**src/rtl/aes_axis_host.sv**
```systemverilog
// AXI-Stream host for the AES accelerator wrapper. Local logic loads 128-bit
// input blocks. On start, the block sends a command word and the payload
// words on m00, then collects the same number of result words from s00.
module aes_axis_host #(
  parameter int unsigned C_M_AXIS_TDATA_WIDTH = 32,
  parameter int unsigned C_S_AXIS_TDATA_WIDTH = 32,
  parameter int unsigned BUF_ADDR_WIDTH       = 4
) (
  input  logic                                axis_aclk,
  input  logic                                axis_aresetn,
  // Control
  input  logic                                start,
  input  logic [31:0]                         cmd,
  input  logic [BUF_ADDR_WIDTH:0]             blk_cnt,
  output logic                                busy,
  output logic                                done,
  output logic                                err,
  // Local buffers
  input  logic                                in_w_e,
  input  logic [BUF_ADDR_WIDTH-1:0]           in_addr,
  input  logic [127:0]                        in_data,
  input  logic [BUF_ADDR_WIDTH-1:0]           out_r_addr,
  output logic [127:0]                        out_r_data,
  // Command + payload stream
  output logic                                m00_axis_tvalid,
  output logic [C_M_AXIS_TDATA_WIDTH-1:0]     m00_axis_tdata,
  output logic [C_M_AXIS_TDATA_WIDTH/8-1:0]   m00_axis_tstrb,
  output logic                                m00_axis_tlast,
  input  logic                                m00_axis_tready,
  // Result stream
  input  logic                                s00_axis_tvalid,
  input  logic [C_S_AXIS_TDATA_WIDTH-1:0]     s00_axis_tdata,
  input  logic [C_S_AXIS_TDATA_WIDTH/8-1:0]   s00_axis_tstrb,
  input  logic                                s00_axis_tlast,
  output logic                                s00_axis_tready
);

  localparam int unsigned Depth = 1 << BUF_ADDR_WIDTH;
  localparam logic [BUF_ADDR_WIDTH:0] OneBlk = {{BUF_ADDR_WIDTH{1'b0}}, 1'b1};

  typedef enum logic [2:0] {
    StIdle,
    StSendCmd,
    StSendPayload,
    StRecv,
    StDone
  } state_e;

  state_e                  r_state, w_state_d;
  logic [1:0]              r_rst_sync;
  logic                    w_rst_n;
  logic [31:0]             r_cmd;
  logic [BUF_ADDR_WIDTH:0] r_blk_cnt;
  logic [BUF_ADDR_WIDTH:0] r_blk;
  logic [1:0]              r_word;
  logic [95:0]             r_asm;
  logic                    r_err;
  logic [127:0]            r_in_mem  [Depth];
  logic [127:0]            r_out_mem [Depth];
  logic [127:0]            r_out_r_data;

  logic                    w_cnt_ok;
  logic                    w_blk_is_last;
  logic                    w_m_hs;
  logic                    w_s_hs;
  logic                    w_m_last;
  logic                    w_rx_final;
  logic [127:0]            w_blk_data;
  logic [31:0]             w_pay_word;
  logic                    w_unused_tstrb;

  // tstrb on the result stream carries no information for this host.
  assign w_unused_tstrb = ^s00_axis_tstrb;

  // Reset asserts asynchronously and releases synchronously to axis_aclk.
  always_ff @(posedge axis_aclk or negedge axis_aresetn) begin
    if (!axis_aresetn) r_rst_sync <= 2'b00;
    else               r_rst_sync <= {r_rst_sync[0], 1'b1};
  end
  assign w_rst_n = r_rst_sync[1];

  assign w_cnt_ok      = (blk_cnt != '0) && (32'(blk_cnt) <= Depth);
  assign w_blk_is_last = (r_blk == (r_blk_cnt - OneBlk));
  assign w_blk_data    = r_in_mem[r_blk[BUF_ADDR_WIDTH-1:0]];
  assign w_m_hs        = m00_axis_tvalid && m00_axis_tready;
  assign w_s_hs        = s00_axis_tvalid && s00_axis_tready;
  assign w_m_last      = (r_state == StSendPayload) && (r_word == 2'd3) && w_blk_is_last;
  assign w_rx_final    = (r_word == 2'd3) && w_blk_is_last;

  // Select the payload word, most-significant word of the block first.
  always_comb begin
    w_pay_word = '0;
    unique case (r_word)
      2'd0:    w_pay_word = w_blk_data[127:96];
      2'd1:    w_pay_word = w_blk_data[95:64];
      2'd2:    w_pay_word = w_blk_data[63:32];
      2'd3:    w_pay_word = w_blk_data[31:0];
      default: w_pay_word = '0;
    endcase
  end

  // FSM state register.
  always_ff @(posedge axis_aclk or negedge w_rst_n) begin
    if (!w_rst_n) r_state <= StIdle;
    else          r_state <= w_state_d;
  end

  // Next-state logic and stream/status outputs, all decoded from state only.
  always_comb begin
    w_state_d       = r_state;
    m00_axis_tvalid = 1'b0;
    m00_axis_tdata  = '0;
    m00_axis_tlast  = 1'b0;
    s00_axis_tready = 1'b0;
    busy            = 1'b1;
    done            = 1'b0;
    unique case (r_state)
      StIdle: begin
        busy = 1'b0;
        if (start) w_state_d = w_cnt_ok ? StSendCmd : StDone;
      end
      StSendCmd: begin
        m00_axis_tvalid = 1'b1;
        m00_axis_tdata  = r_cmd;
        if (w_m_hs) w_state_d = StSendPayload;
      end
      StSendPayload: begin
        m00_axis_tvalid = 1'b1;
        m00_axis_tdata  = w_pay_word;
        m00_axis_tlast  = w_m_last;
        if (w_m_hs && w_m_last) w_state_d = StRecv;
      end
      StRecv: begin
        s00_axis_tready = 1'b1;
        if (w_s_hs && w_rx_final) w_state_d = StDone;
      end
      StDone: begin
        done      = 1'b1;
        w_state_d = StIdle;
      end
      default: w_state_d = StIdle;
    endcase
  end

  // Run parameters, word/block counters, receive assembly and error status.
  // The counters are shared: they restart at zero between send and receive.
  always_ff @(posedge axis_aclk or negedge w_rst_n) begin
    if (!w_rst_n) begin
      r_cmd     <= '0;
      r_blk_cnt <= '0;
      r_blk     <= '0;
      r_word    <= '0;
      r_asm     <= '0;
      r_err     <= 1'b0;
    end else begin
      unique case (r_state)
        StIdle: begin
          if (start) begin
            if (w_cnt_ok) begin
              r_cmd     <= cmd;
              r_blk_cnt <= blk_cnt;
              r_err     <= 1'b0;
              r_blk     <= '0;
              r_word    <= '0;
            end else begin
              r_err <= 1'b1;
            end
          end
        end
        StSendPayload: begin
          if (w_m_hs) begin
            r_word <= r_word + 2'd1;
            if (r_word == 2'd3) r_blk <= w_blk_is_last ? '0 : r_blk + OneBlk;
          end
        end
        StRecv: begin
          if (w_s_hs) begin
            r_asm  <= {r_asm[63:0], s00_axis_tdata};
            r_word <= r_word + 2'd1;
            if (r_word == 2'd3) r_blk <= r_blk + OneBlk;
            if (s00_axis_tlast != w_rx_final) r_err <= 1'b1;
          end
        end
        default: ;
      endcase
    end
  end

  // Input buffer: writes are dropped while a run is in progress.
  always_ff @(posedge axis_aclk) begin
    if (in_w_e && (r_state == StIdle)) r_in_mem[in_addr] <= in_data;
  end

  // Result buffer: store the assembled block on its fourth word.
  always_ff @(posedge axis_aclk) begin
    if ((r_state == StRecv) && w_s_hs && (r_word == 2'd3)) begin
      r_out_mem[r_blk[BUF_ADDR_WIDTH-1:0]] <= {r_asm, s00_axis_tdata};
    end
  end

  // Registered result readback.
  always_ff @(posedge axis_aclk or negedge w_rst_n) begin
    if (!w_rst_n) r_out_r_data <= '0;
    else          r_out_r_data <= r_out_mem[out_r_addr];
  end

  assign out_r_data     = r_out_r_data;
  assign err            = r_err;
  assign m00_axis_tstrb = '1;

endmodule

```
**config.mk**
```make
export PLATFORM = sky130hd
export DESIGN_NAME = aes_axis_host
export DESIGN_NICKNAME = d
export VERILOG_FILES = /design/src/rtl/aes_axis_host.sv
export SDC_FILE = /design/constraint.sdc
export NUM_CORES = 2
export LEC_CHECK = 0
export BUFFER_PORTS_ARGS = -buffer_cell sky130_fd_sc_hd__buf_2
export CAP_MARGIN = 20
export CORE_ASPECT_RATIO = 1.4
export CORE_MARGIN = 5
export CORE_UTILIZATION = 52
export DETAILED_ROUTE_END_ITERATION = 7
export PLACE_DENSITY = 0.68
export SLEW_MARGIN = 20
export SYNTH_ARGS = -nofsm -noshare
export SYNTH_HDL_FRONTEND = slang
export SYNTH_SLANG_ARGS = --single-unit
```
**constraint.sdc**
```tcl
create_clock -name axis_aclk -period 21.2 [get_ports axis_aclk]
set_input_delay 4.24 -clock axis_aclk [delete_from_list [all_inputs] [get_ports axis_aclk]]
set_output_delay 4.24 -clock axis_aclk [all_outputs]
set_load 0.02 [all_outputs]
```
==> key figures <==
Flow run
  – Reported max-cap violation count: 0

Min path
  – Hold Crit Class: flip-flop to async pin

Place
  – Global placer's final weighted congestion: 0.771
  – Estimated wirelength of the detail-placed design: 219000 µm
  – Port Buffer Count: 377

Pwr
  – Combinational power share: 15.9%
  – Max IR drop VDD: 0.119 mV
  – Power density over cell area: 114 mW/mm²
  – Power Internal: 15.4 mW
  – Part of the total power dissipated in sequential elements: 50.4%
  – Net switching power: 5.75 mW
  – Proportion of power drawn by the clock network: 33.7%
  – Static power due to leakage: 59.8 nW
  – Switching Share: 27.2%

Final layout
  – Signed area change from the synthesized netlist to the final layout: 12.2%
  – Fraction of layout cells with a size suffix above 1: 25.2%
  – Core Util, Final: 58.6%
  – Area occupied by multi-input gates: 0.0331 mm²
  – Count of filler cells inserted in the layout: 22100
  – Sequential cell area: 0.130 mm²
  – Final layout net count: 8215

Clocking
  – TritonCTS clock tree: built
  – Clock transition time at the flip-flop clock pins of the worst setup and hold paths: 0.06 ns
  – Number of clock sinks: 4370
  – Inserted Clock Buffers: 401
  – CTS H-Tree Depth: 5
  – CTS max path bufs: 4
  – Number of gates resized after CTS: 0
  – Count of hold buffers inserted by post-cts repair: 0
  – Clock tree root buffer cell: clkbuf_16
  – Number of post-CTS setup repair buffers: 0
  – Clock latency on the worst-skew pair: 0.91 ns

Timing
  – Setup violators final: 0
  – Final-report hold violation count: 0
  – Final Max Slew Viols: 0
  – Final min period: 11.08 ns
  – Setup repair after global routing missed its margin: no
  – Setup TNS: 0 ns
  – Final cycle utilization of the critical path: 52.3%
  – Fmax: 90.2 MHz
  – Worst Skew: 0.0449 ns
  – Worst slew slack as a fraction of its limit: 2.30%
  – Worst slew pin tran: 1.47 ns

Worst setup path
  – Critical path capture point type: primary output
  – Reg2reg setup slack: 16.06 ns
  – Endpoint required time on the critical path: 16.96 ns
  – Sort of element at the start of the critical path: flip-flop
  – Reg-to-reg startpoint: r_state[2]$_DFFE_PN0P_
  – Launch point of the critical path: r_blk[1]$_DFFE_PN0P_
  – Critical path type: flip-flop to primary output
  – CP Data Arrival Time: 6.84 ns
  – Crit Path Max Fanout: 147

Global routing
  – Pin count of the biggest net entering global routing: 157
  – Global-route wire length before repair: 597000 µm
  – GRT Resource Usage Total: 25.3%
  – Number of antenna violations at the first check in global routing: 102
  – Vias in the first global route: 82000
  – Grt total ovfl: 0

Die
  – Die H: 676 µm
  – Initial core utilization: 52.2%
  – Standard-cell row count: 244
  – I/O pins: 386
  – Area of the core: 0.315 mm²
  – Die Area: 0.328 mm²
  – Die width: 486 µm

Synthesis
  – Yosys Warn Count: 0
  – Top post-synthesis cells by area: edfxtp_1 75%, mux4_2 12%, dfrtp_1 4.2%, mux2i_1 3.0%, nand2_1 1.0%
  – Top cell type's share of synthesized area: 74.7%
  – Cell taking the most area after synthesis: edfxtp_1
  – Synthesized instance count: 7457
  – Number of flops mapped to enable cells by yosys: 4096
  – Number of distinct library cell variants in the gate-level netlist after synthesis: 65
  – Primary flip-flop cell chosen by synthesis mapping: edfxtp_1
  – Synthesized area per cell: 22.1 µm²
  – Post-synth design cell area: 0.165 mm²
  – Post-synthesis register bit count: 4370
  – Sequential share of the synthesized area: 78.9%
  – Synth async-reset ratio: 6.27%

Routing
  – Post-route ant nets: 0
  – Avg Vias per Cell: 6.36
  – DRC Markers: 0
  – Final wirelength: 418000 µm
  – Initial DRC Count: 9152
  – Wire length per cell: 33.4 µm
  – Via total after detailed routing: 79800
  – Initial DRT Pass Iterations: 5

Run status
  – Status: completed
## sequential cells by signal, indices dropped and copies added, names as in the netlist
register	count
err	1
out_r_data	128
r_asm	96
r_blk	5
r_blk_cnt	5
r_cmd	32
r_in_mem	2048
r_out_mem	2048
r_rst_sync	2
r_state	3
r_word	2
## worst paths after layout
path / endpoint / cells past startpoint
worst max-delay path: m00_axis_tdata[3] / 9
worst min-delay path: out_r_data[52]$_DFF_PN0_ / 0
worst max register to register: r_out_mem[6][60]$_DFFE_PP_ / 7
worst min register to register: out_r_data[52]$_DFF_PN0_ / 0
max in group asynchronous: r_blk[1]$_DFFE_PN0P_ / 4
min in group axis_aclk: r_rst_sync[1]$_DFF_PN0_ / 0
## per-layer routing
metal / vias to the layer above / global-route usage, % / wire length, µm
met3: 848 / 5.39 / 35900
met1: 42800 / 32.6 / 153000
met2: 3838 / 43.0 / 212000
met5: - / 0 / 458
li1: 32200 / - / -
met4: 66 / 9.26 / 17000
## metrics by stage
stage          worst slack, ns  hold slack (ns)  instances  instance area (µm²)  power (mW)
2_1_floorplan             7.10            0.331       7461               165000        12.8
5_1_grt                  10.09            0.264      12500               185000        21.8
3_5_place_dp             11.21            0.239      11800               172000        14.2
6_report                 10.12            0.232      12500               185000        21.1
4_1_cts                  10.28            0.242      12500               185000        21.2
3_3_place_gp             11.27            0.230      11800               172000        14.1
## worst max-delay path: stages (launching register included)
cell and delay (ns):
dfrtp_4 1.06, buf_12 0.66, buf_12 0.51, buf_4 0.97, mux4_2 0.41, a22o_1 0.26, a211o_1 0.49, a22oi_1 0.41
a31oi_1 0.17, buf_2 0.22
## cell type report
| class | count | share of cell area, % |
|---|---|---|
| Sequential cell | 4370 | 70.3 |
| Antenna cell | 34 | 0.0461 |
| Clock inverter | 203 | 1.04 |
| Inverter | 11 | 0.0224 |
| Timing Repair Buffer | 537 | 1.89 |
| Clock buffer | 530 | 5.95 |
| Multi-Input combinational cell | 2669 | 17.9 |
| Tap cell | 4182 | 2.83 |
## cells in the final DEF (no fill, tap or decap), types with 16 or more instances in the layout
cell,synthesis,layout
nand3_1,53,51
clkinv_1,0,64
a22o_1,61,61
clkinv_2,0,66
diode_2,0,34
clkbuf_8,0,35
nand2_1,444,443
mux2i_1,495,495
and3_1,32,28
dfrtp_1,274,270
clkinvlp_4,0,19
clkbuf_1,171,89
a31oi_1,35,35
a211o_1,22,22
a211oi_1,22,22
edfxtp_1,4096,4096
buf_12,0,24
o221ai_1,29,29
a21oi_1,62,62
nor2_1,58,27
buf_2,136,373
mux2_2,16,16
mux4_2,900,900
o21ai_0,28,28
clkbuf_16,0,407
a2111oi_0,18,18
nor2_4,0,31
bufinv_16,0,32
a22oi_1,183,183
buf_4,52,132
o22ai_1,33,33
## cells in the mapped netlist, drive strengths merged, types with 6 or more instances
cell type,n
edfxtp,4096
mux4,900
mux2i,495
nand2,444
dfrtp,274
buf,240
a22oi,183
clkbuf,171
a21oi,62
a22o,61
nor2,58
nand3,53
a31oi,35
o22ai,33
and3,32
o221ai,29
o21ai,28
a211o,22
a211oi,22
nor2b,22
nor3,19
a2111oi,18
mux2,16
a221oi,15
inv,11
a32o,9
and2,9
ha,9
nor4,8
nand2b,7
o32ai,6
or3,6
## cells by family (layout without fill, tap and decap cells)
family,Yosys count,after routing,synth area share (%)
DFF,4370,4370,78.9
xor gates and xnor gates,8,8,0.0426
other,1,39,0.00228
muxes,1411,1411,15.4
AOI/OAI and AO/OA,553,553,2.49
and+or+nand+nor,683,683,1.81
adders and majority gates,9,9,0.0684
buffers and inverters,422,1281,1.26
## power by group through the flow
stage	sequential (mW)	combinational (mW)	clock (mW)
final	10.6	3.36	7.11
after floorplan	10.6	2.21	0
after global placement	10.8	3.32	0
after detailed placement	10.8	3.37	0
after CTS	10.6	3.38	7.21
after global routing	10.7	3.54	7.59
Power figures use the tool's default switching activity.
